## src/rtl/tank_game_pkg.sv

```systemverilog
// Shared types and defaults for the two-tank game-flow controller.
package tank_game_pkg;

  typedef enum logic [1:0] {
    MENU      = 2'b00,
    PLAY      = 2'b01,
    ROUND_END = 2'b10,
    GAME_OVER = 2'b11
  } game_state_t;

  typedef enum logic [1:0] {
    WIN_NONE = 2'b00,
    WIN_P1   = 2'b01,
    WIN_P2   = 2'b10
  } winner_t;

  localparam int WIN_SCORE_DEF     = 3;
  localparam int ROUND_DELAY_DEF   = 120;
  localparam int ROUND_TIMEOUT_DEF = 1800;

  // Scores stop at the match-winning value.
  function automatic logic [2:0] sat_inc(input logic [2:0] v, input logic [2:0] lim);
    return (v >= lim) ? v : v + 3'd1;
  endfunction

endpackage

```

## src/rtl/edge_pulse.sv

```systemverilog
// Registered one-cycle rising-edge detector. The first sample after reset
// only primes the history, so a level already high at reset release is not an edge.
module edge_pulse (
  input  logic Clk,
  input  logic Reset,
  input  logic sig,
  output logic pulse
);

  logic sig_q;
  logic primed;

  always_ff @(posedge Clk or posedge Reset) begin
    if (Reset) begin
      sig_q  <= 1'b0;
      primed <= 1'b0;
      pulse  <= 1'b0;
    end else begin
      sig_q  <= sig;
      primed <= 1'b1;
      pulse  <= primed & sig & ~sig_q;
    end
  end

endmodule

```

## src/rtl/tank_game_sequencer.sv

```systemverilog
// Game-flow controller: MENU -> PLAY -> ROUND_END -> GAME_OVER, round scores,
// round restart pulses and overlay select. Optional round timeout: TANK_ROUND_TIMEOUT_EN.
module tank_game_sequencer
  import tank_game_pkg::*;
#(
  parameter int WIN_SCORE            = WIN_SCORE_DEF,
  parameter int ROUND_DELAY_FRAMES   = ROUND_DELAY_DEF,
  parameter int ROUND_TIMEOUT_FRAMES = ROUND_TIMEOUT_DEF
) (
  input  logic       Clk,
  input  logic       Reset,
  input  logic       frame_clk,
  input  logic       start_key,
  input  logic       tank1_alive,
  input  logic       tank2_alive,
  output logic       play_en,
  output logic       round_reset,
  output logic [1:0] game_state,
  output logic [2:0] p1_score,
  output logic [2:0] p2_score,
  output logic [1:0] winner,
  output logic       show_gameover
);

  localparam logic [2:0] WIN        = 3'(WIN_SCORE);
  localparam logic [7:0] DELAY_LAST = 8'(ROUND_DELAY_FRAMES - 1);

  // Asserts at once with Reset, releases two Clk edges after it drops.
  logic [1:0] rst_pipe;
  logic       rst;

  always_ff @(posedge Clk or posedge Reset) begin
    if (Reset) rst_pipe <= 2'b11;
    else       rst_pipe <= {rst_pipe[0], 1'b0};
  end
  assign rst = rst_pipe[1];

  logic frame_tick;
  logic start_press;

  edge_pulse u_frame_edge (.Clk(Clk), .Reset(rst), .sig(frame_clk), .pulse(frame_tick));
  edge_pulse u_start_edge (.Clk(Clk), .Reset(rst), .sig(start_key), .pulse(start_press));

  game_state_t state_q, state_d;
  winner_t     winner_q, winner_d;
  logic [2:0]  p1_q, p1_d, p2_q, p2_d;
  logic [7:0]  cnt_q, cnt_d;
  logic        armed_q, armed_d;
  logic        rr_q, rr_d;
  logic        play_en_q, show_q;
  logic        death;
  logic        timeout_hit;

`ifdef TANK_ROUND_TIMEOUT_EN
  localparam logic [11:0] TO_LAST = 12'(ROUND_TIMEOUT_FRAMES - 1);
  logic [11:0] play_cnt_q;

  // Held at zero outside PLAY, so it always starts a round from zero.
  always_ff @(posedge Clk or posedge rst) begin
    if (rst)                 play_cnt_q <= '0;
    else if (state_q != PLAY) play_cnt_q <= '0;
    else if (frame_tick)     play_cnt_q <= play_cnt_q + 12'd1;
  end
  assign timeout_hit = frame_tick && (play_cnt_q == TO_LAST);
`else
  assign timeout_hit = 1'b0;
`endif

  // Stale alive levels right after round_reset are masked until the first frame.
  assign death = armed_q & ~(tank1_alive & tank2_alive);

  always_comb begin
    state_d  = state_q;
    winner_d = winner_q;
    p1_d     = p1_q;
    p2_d     = p2_q;
    cnt_d    = cnt_q;
    armed_d  = armed_q;
    rr_d     = 1'b0;
    unique case (state_q)
      MENU: begin
        if (start_press) begin
          p1_d     = '0;
          p2_d     = '0;
          winner_d = WIN_NONE;
          armed_d  = 1'b0;
          rr_d     = 1'b1;
          state_d  = PLAY;
        end
      end
      PLAY: begin
        if (frame_tick) armed_d = 1'b1;
        if (death || timeout_hit) begin
          if (~tank1_alive & tank2_alive && death)      p2_d = sat_inc(p2_q, WIN);
          else if (tank1_alive & ~tank2_alive && death) p1_d = sat_inc(p1_q, WIN);
          cnt_d   = '0;
          state_d = ROUND_END;
        end
      end
      ROUND_END: begin
        if (frame_tick) begin
          cnt_d = cnt_q + 8'd1;
          if (cnt_q == DELAY_LAST) begin
            if (p1_q == WIN) begin
              winner_d = WIN_P1;
              state_d  = GAME_OVER;
            end else if (p2_q == WIN) begin
              winner_d = WIN_P2;
              state_d  = GAME_OVER;
            end else begin
              armed_d = 1'b0;
              rr_d    = 1'b1;
              state_d = PLAY;
            end
          end
        end
      end
      GAME_OVER: begin
        if (start_press) state_d = MENU;
      end
    endcase
  end

  always_ff @(posedge Clk or posedge rst) begin
    if (rst) begin
      state_q   <= MENU;
      winner_q  <= WIN_NONE;
      p1_q      <= '0;
      p2_q      <= '0;
      cnt_q     <= '0;
      armed_q   <= 1'b0;
      rr_q      <= 1'b0;
      play_en_q <= 1'b0;
      show_q    <= 1'b0;
    end else begin
      state_q   <= state_d;
      winner_q  <= winner_d;
      p1_q      <= p1_d;
      p2_q      <= p2_d;
      cnt_q     <= cnt_d;
      armed_q   <= armed_d;
      rr_q      <= rr_d;
      play_en_q <= (state_d == PLAY);
      show_q    <= (state_d == GAME_OVER);
    end
  end

  assign play_en       = play_en_q;
  assign round_reset   = rr_q;
  assign game_state    = state_q;
  assign p1_score      = p1_q;
  assign p2_score      = p2_q;
  assign winner        = winner_q;
  assign show_gameover = show_q;

endmodule

```

## config.mk

```make
export PLATFORM = sky130hd
export DESIGN_NAME = tank_game_sequencer
export DESIGN_NICKNAME = d
export VERILOG_FILES = /design/src/rtl/tank_game_pkg.sv /design/src/rtl/edge_pulse.sv /design/src/rtl/tank_game_sequencer.sv
export SDC_FILE = /design/constraint.sdc
export NUM_CORES = 1
export LEC_CHECK = 0
export CELL_PAD_IN_SITES_DETAIL_PLACEMENT = 1
export CELL_PAD_IN_SITES_GLOBAL_PLACEMENT = 1
export CORE_MARGIN = 2
export CORE_UTILIZATION = 41
export CTS_BUF_LIST = sky130_fd_sc_hd__clkbuf_8 sky130_fd_sc_hd__clkbuf_16
export CTS_CLUSTER_SIZE = 12
export DETAILED_ROUTE_END_ITERATION = 6
export GPL_ROUTABILITY_DRIVEN = 0
export MAX_ROUTING_LAYER = met4
export PLACE_DENSITY_LB_ADDON = 0.1
export RECOVER_POWER = 25
export SETUP_SLACK_MARGIN = 0.3
export SYNTH_ARGS = -nofsm -noshare
export SYNTH_HDL_FRONTEND = slang
export SYNTH_SLANG_ARGS = --single-unit
```

## constraint.sdc

```tcl
create_clock -name Clk -period 1.04 [get_ports Clk]
set_input_delay 0.208 -clock Clk [delete_from_list [all_inputs] [get_ports Clk]]
set_output_delay 0.208 -clock Clk [all_outputs]
set_load 0.1 [all_outputs]
```

==> flow_summary.json, run 1 <==
{
  "run_status": "aborted with a tool error",
  "lastStage": "5_1_grt",
  "error": "[ERROR DPL-0033] detailed placement checks failed during check placement.",
  "synth_cell_types": 36,
  "synth_edf_count": 0,
  "globalroute.repair_timing.worst_endpoint": "p2_score[1]$_DFFE_PP0P_/D",
  "clockBufferDepth": 2,
  "buffer_ports.inserted": 18,
  "cts_inserted_buffers": 5,
  "synth_top_area_frac": 0.483,
  "synth.yosys.warnings": 0,
  "synth_area_leaders": "dfrtp_1 (48%), nand2_1 (5.4%), ha_1 (4.5%)",
  "largest_net_degree_at_the_start_of_global_routing": 28,
  "endpoint_type": "sequential cell input",
  "boundaryPins": 19,
  "synth-seq-cells": 29,
  "mappedNetlistNets": 150,
  "synth.avg_cell_area_sq_um": 10.1,
  "detailed_place_hpwl_microns": 3130,
  "synthCells": 139,
  "synth_area_sq_um": 1400,
  "dieHeight_microns": 62.4,
  "htree_num_levels": 2,
  "synth_top_cells_by_count": "dfrtp_1 (27), nand2_1 (20), inv_1 (11)",
  "async_flop_share": 1.00,
  "rows": 21,
  "clock-sinks": 29,
  "grt_antenna_before_repair": 0,
  "floorplan.die.width_microns": 62.4,
  "synth.most_common_cell": "dfrtp_1",
  "top_reg_cell_synth": "dfrtp_1",
  "synthDominantAreaCellType": "dfrtp_1",
  "start_util": 0.422,
  "cts-root-buf": "clkbuf_8",
  "placed_cells": 234,
  "yosysSeqAreaShare": 0.521
}
==> timing repair <==
| action | CTS |
|---|---|
| pin swaps | 17 |
| cloned | 1 |
| endpoints found under the hold margin | 0 |
| hold buffers | 0 |
| gates resized for setup | 28 |
| setup buffers | 12 |
| endpoints found under the setup margin | 35 |
==> kinds of logic after synthesis <==
logic type / synth area share
AO/OA/AOI/OAI: 0.119
XOR/XNOR: 0.00627
adder cells (fa/ha/maj): 0.0448
buffers and inverters: 0.0448
flip-flops: 0.521
multiplexers: 0.0358
other: 0.00537
AND/OR/NAND/NOR: 0.223
==> through the flow <==
stage | hold WS (ns) | setup TNS, ns | worst slack [ns] | instance area (sq um)
detailed placement | 0.277 | -9.93 | -0.624 | 2150
floorplan | 0.120 | -10.99 | -0.741 | 1540
global placement | 0.271 | -8.47 | -0.488 | 2150
CTS | 0.241 | -12.19 | -0.589 | 2460
==> inputs of run 2 (changes only) <==
Settings changed: CELL_PAD_IN_SITES_DETAIL_PLACEMENT 1 to default, CELL_PAD_IN_SITES_GLOBAL_PLACEMENT 1 to default, CORE_AREA from default to 2 2 63 65, CORE_MARGIN 2 to default, CORE_UTILIZATION 41 to default, CTS_BUF_LIST sky130_fd_sc_hd__clkbuf_8 sky130_fd_sc_hd__clkbuf_16 to default, CTS_CLUSTER_SIZE 12 to default, DIE_AREA from default to 0 0 65 67, MAX_ROUTING_LAYER met4 to default, PLACE_DENSITY_LB_ADDON 0.1 to 0.15, SETUP_SLACK_MARGIN 0.3 to default.
==> flow_summary.json, run 2 <==
{
  "mappedNetlistNets": 150,
  "cts_tree": "done",
  "groute.usage.overall": 0.184,
  "worst_hold_slack_ns": 0.359,
  "ir_worst_vdd_mv": 2.00,
  "hold_path_stages": 0,
  "synthToLayoutAreaGrowth_pct": 76.5,
  "layout.nets": 223,
  "finish.utilization": 0.684,
  "slew_headroom": 0.559,
  "clock-sinks": 29,
  "boundaryPins": 19,
  "crit_path_cell_trace": "ha_4 -> ha_4 -> nor4b_4 -> nand4_1 -> buf_4 -> mux2i_1",
  "post_drt_wl_per_cell_microns": 13.5,
  "timing.critical_path.to_type": "flip-flop",
  "largest_net_degree_at_the_start_of_global_routing": 28,
  "path_delay_family": "flip-flops",
  "timing_worst_slew_pin_value_ns": 0.661,
  "cts_inserted_buffers": 5,
  "drt-pass1-iter-count": 4,
  "r2r-end": "p2_score[0]$_DFFE_PP0P_",
  "timing.final.hold_violations": 0,
  "clock.fmax_mhz": 628,
  "synth_top_cells_by_count": "dfrtp_1 (27), nand2_1 (20), inv_1 (11)",
  "clock-skew-final_ns": 0.00349,
  "cts_hold_buf": 0,
  "clock_latency_at_the_later_pin_of_the_worst_skew_pair_ns": 0.29,
  "floorplan.die.width_microns": 65,
  "sum_of_routed_wire_length_over_all_layers_microns": 3510,
  "crit_slowest_cell": "dfrtp_4",
  "buffer_ports.inserted": 18,
  "detailed_place_hpwl_microns": 2420,
  "rsz0062_at_grt": "yes",
  "place_ws_ns": -0.623,
  "dieHeight_microns": 67,
  "failing_checks": "setup timing",
  "fillCellCount": 279,
  "synth_area_sq_um": 1400,
  "p_leak_nw": 1.12,
  "critical_path_required_ns": 1.22,
  "r2r_start": "p2_score[0]$_DFFE_PP0P_",
  "cp_data_arrival_time_ns": 1.77,
  "top_reg_cell_synth": "dfrtp_1",
  "synth.yosys.warnings": 0,
  "drv_slew": 0,
  "timing.hold.worst.start": "rst_pipe[0]$_DFF_PP1_",
  "antenna_cells": 0,
  "final_cell_mix": "buf_4 (39), nand2_1 (20), dfrtp_1 (14), buf_12 (13), buf_6 (12)",
  "die_area_sq_um": 4360,
  "clk_pin_slew_ns": 0.06,
  "timing.final.crit_share": 1.53,
  "vias_per_cell": 5.03,
  "drtAntennaViolNets": 0,
  "worst-setup-path-type": "reg2reg",
  "global_route_wire_length_before_repair_microns": 5920,
  "drv.max_cap_violation_count": 0,
  "drt_first_iter_violations": 70,
  "layout-drive-gt1-share": 0.535,
  "totalPowerFinal_mw": 7.75,
  "synth.most_common_cell": "dfrtp_1",
  "synth_edf_count": 0,
  "crit_buf_inv": 1,
  "power_density_nw_per_um2": 3140,
  "synth_area_leaders": "dfrtp_1 (48%), nand2_1 (5.4%), ha_1 (4.5%)",
  "cells_on_worst_reg2reg_path": 6,
  "largest_reg_flops": 8,
  "grt_antenna_before_repair": 0,
  "synth.avg_cell_area_sq_um": 10.1,
  "final.setup.tns_ns": -11.14,
  "layout.cells.most_common": "buf_4",
  "synth_top_area_frac": 0.483,
  "timing.final.ws_setup_ns": -0.553,
  "htree_num_levels": 2,
  "rows": 22,
  "stdcell_count": 261,
  "global_route.overflow_total": 0,
  "synthDominantAreaCellType": "dfrtp_1",
  "floorplan.core_area_sq_um": 3610,
  "async_flop_share": 1.00,
  "start_util": 0.388,
  "remaining_drc_errors": 0,
  "clockBufferDepth": 2,
  "placed_cells": 236,
  "design_area_sq_um": 2470,
  "worstHoldEndpoint": "rst_pipe[1]$_DFF_PP1_",
  "worst-r2r-setup-slack_ns": -0.55,
  "largest-register": "cnt_q",
  "synth_cell_types": 36,
  "critPathMaxStageDelay_ns": 0.49,
  "cpMostUsedCell": "ha_4",
  "worstSetupStartpointType": "flip-flop",
  "run_status": "finished with violations",
  "yosysSeqAreaShare": 0.521,
  "synth-seq-cells": 29,
  "dr_total_vias": 1312,
  "critical_path_cell_count": 6,
  "hold_removal_path_class": "reg2reg",
  "path_max_fanout": 3,
  "first_global_vias": 1314,
  "synthCells": 139,
  "finalSetupViolations": 35,
  "finalWorstPathRequiredPeriod_ns": 1.59,
  "cts-root-buf": "clkbuf_8",
  "post_dp_cell_area_sq_um": 2140
}
## run 2: cell counts after synthesis
Identical to the previous run, type by type.
## run 2: routing by layer
layer | vias to the layer above | GRT usage | wire, microns
met2 | 25 | 0.313 | 1760
li1 | 643 | - | -
met3 | 6 | 0.0524 | 161
met4 | 0 | 0.0798 | 65
met1 | 638 | 0.217 | 1520
met5 | - | 0 | 0
## run 2: worst max path at each step
stage	startpoint	to	slack, ns
floorplan	p2_score[1]$_DFFE_PP0P_	p2_score[2]$_DFFE_PP0P_	-0.74
global placement	p2_score[1]$_DFFE_PP0P_	p2_score[2]$_DFFE_PP0P_	-0.49
detailed placement	p2_score[1]$_DFFE_PP0P_	p2_score[2]$_DFFE_PP0P_	-0.62
CTS	p2_score[1]$_DFFE_PP0P_	p2_score[0]$_DFFE_PP0P_	-0.58
global route	p2_score[1]$_DFFE_PP0P_	p2_score[1]$_DFFE_PP0P_	-0.61
finish	p2_score[0]$_DFFE_PP0P_	p2_score[0]$_DFFE_PP0P_	-0.55
## run 2: kinds of logic (layout without fill, tap and decap cells)
logic type,count (synthesis),count (layout),synth area share
buf+inv,16,89,0.0448
xor+xnor,1,1,0.00627
fa+ha+maj,5,5,0.0448
mux,5,5,0.0358
simple gates,56,57,0.223
flops,29,29,0.521
other cells,2,2,0.00537
compound gates,25,25,0.119
## run 2: worst register-to-register path, cell delays in order (launching register included)
cell and delay, ns:
dfrtp_4 0.49, ha_4 0.17, ha_4 0.16, nor4b_4 0.20
nand4_1 0.16, buf_4 0.18, mux2i_1 0.11
## run 2: where the power goes
group	internal, mW	switching, mW
combinational	2.24	2.57
clock	0.468	0.473
sequential	1.59	0.410
total	4.29	3.46
## run 2: what timing repair did
item                                    4_1_cts  5_1_grt
buffers inserted                             12        6
resized for setup                            19       16
pin swaps                                    11        4
endpoints found under the setup margin       35       35
gates cloned                                  1        0
## run 2: final cells by class
class                           count  area (sq um)  area share
Timing Repair Buffer               70           743       0.301
Multi-Input combinational cell     95           767       0.311
Clock inverter                      3          22.5     0.00913
Tap cell                           48          60.1      0.0243
Clock buffer                        5          68.8      0.0279
Inverter                           11          41.3      0.0167
Sequential cell                    29           764       0.310
Note: power is estimated with default switching activity, not from simulation.
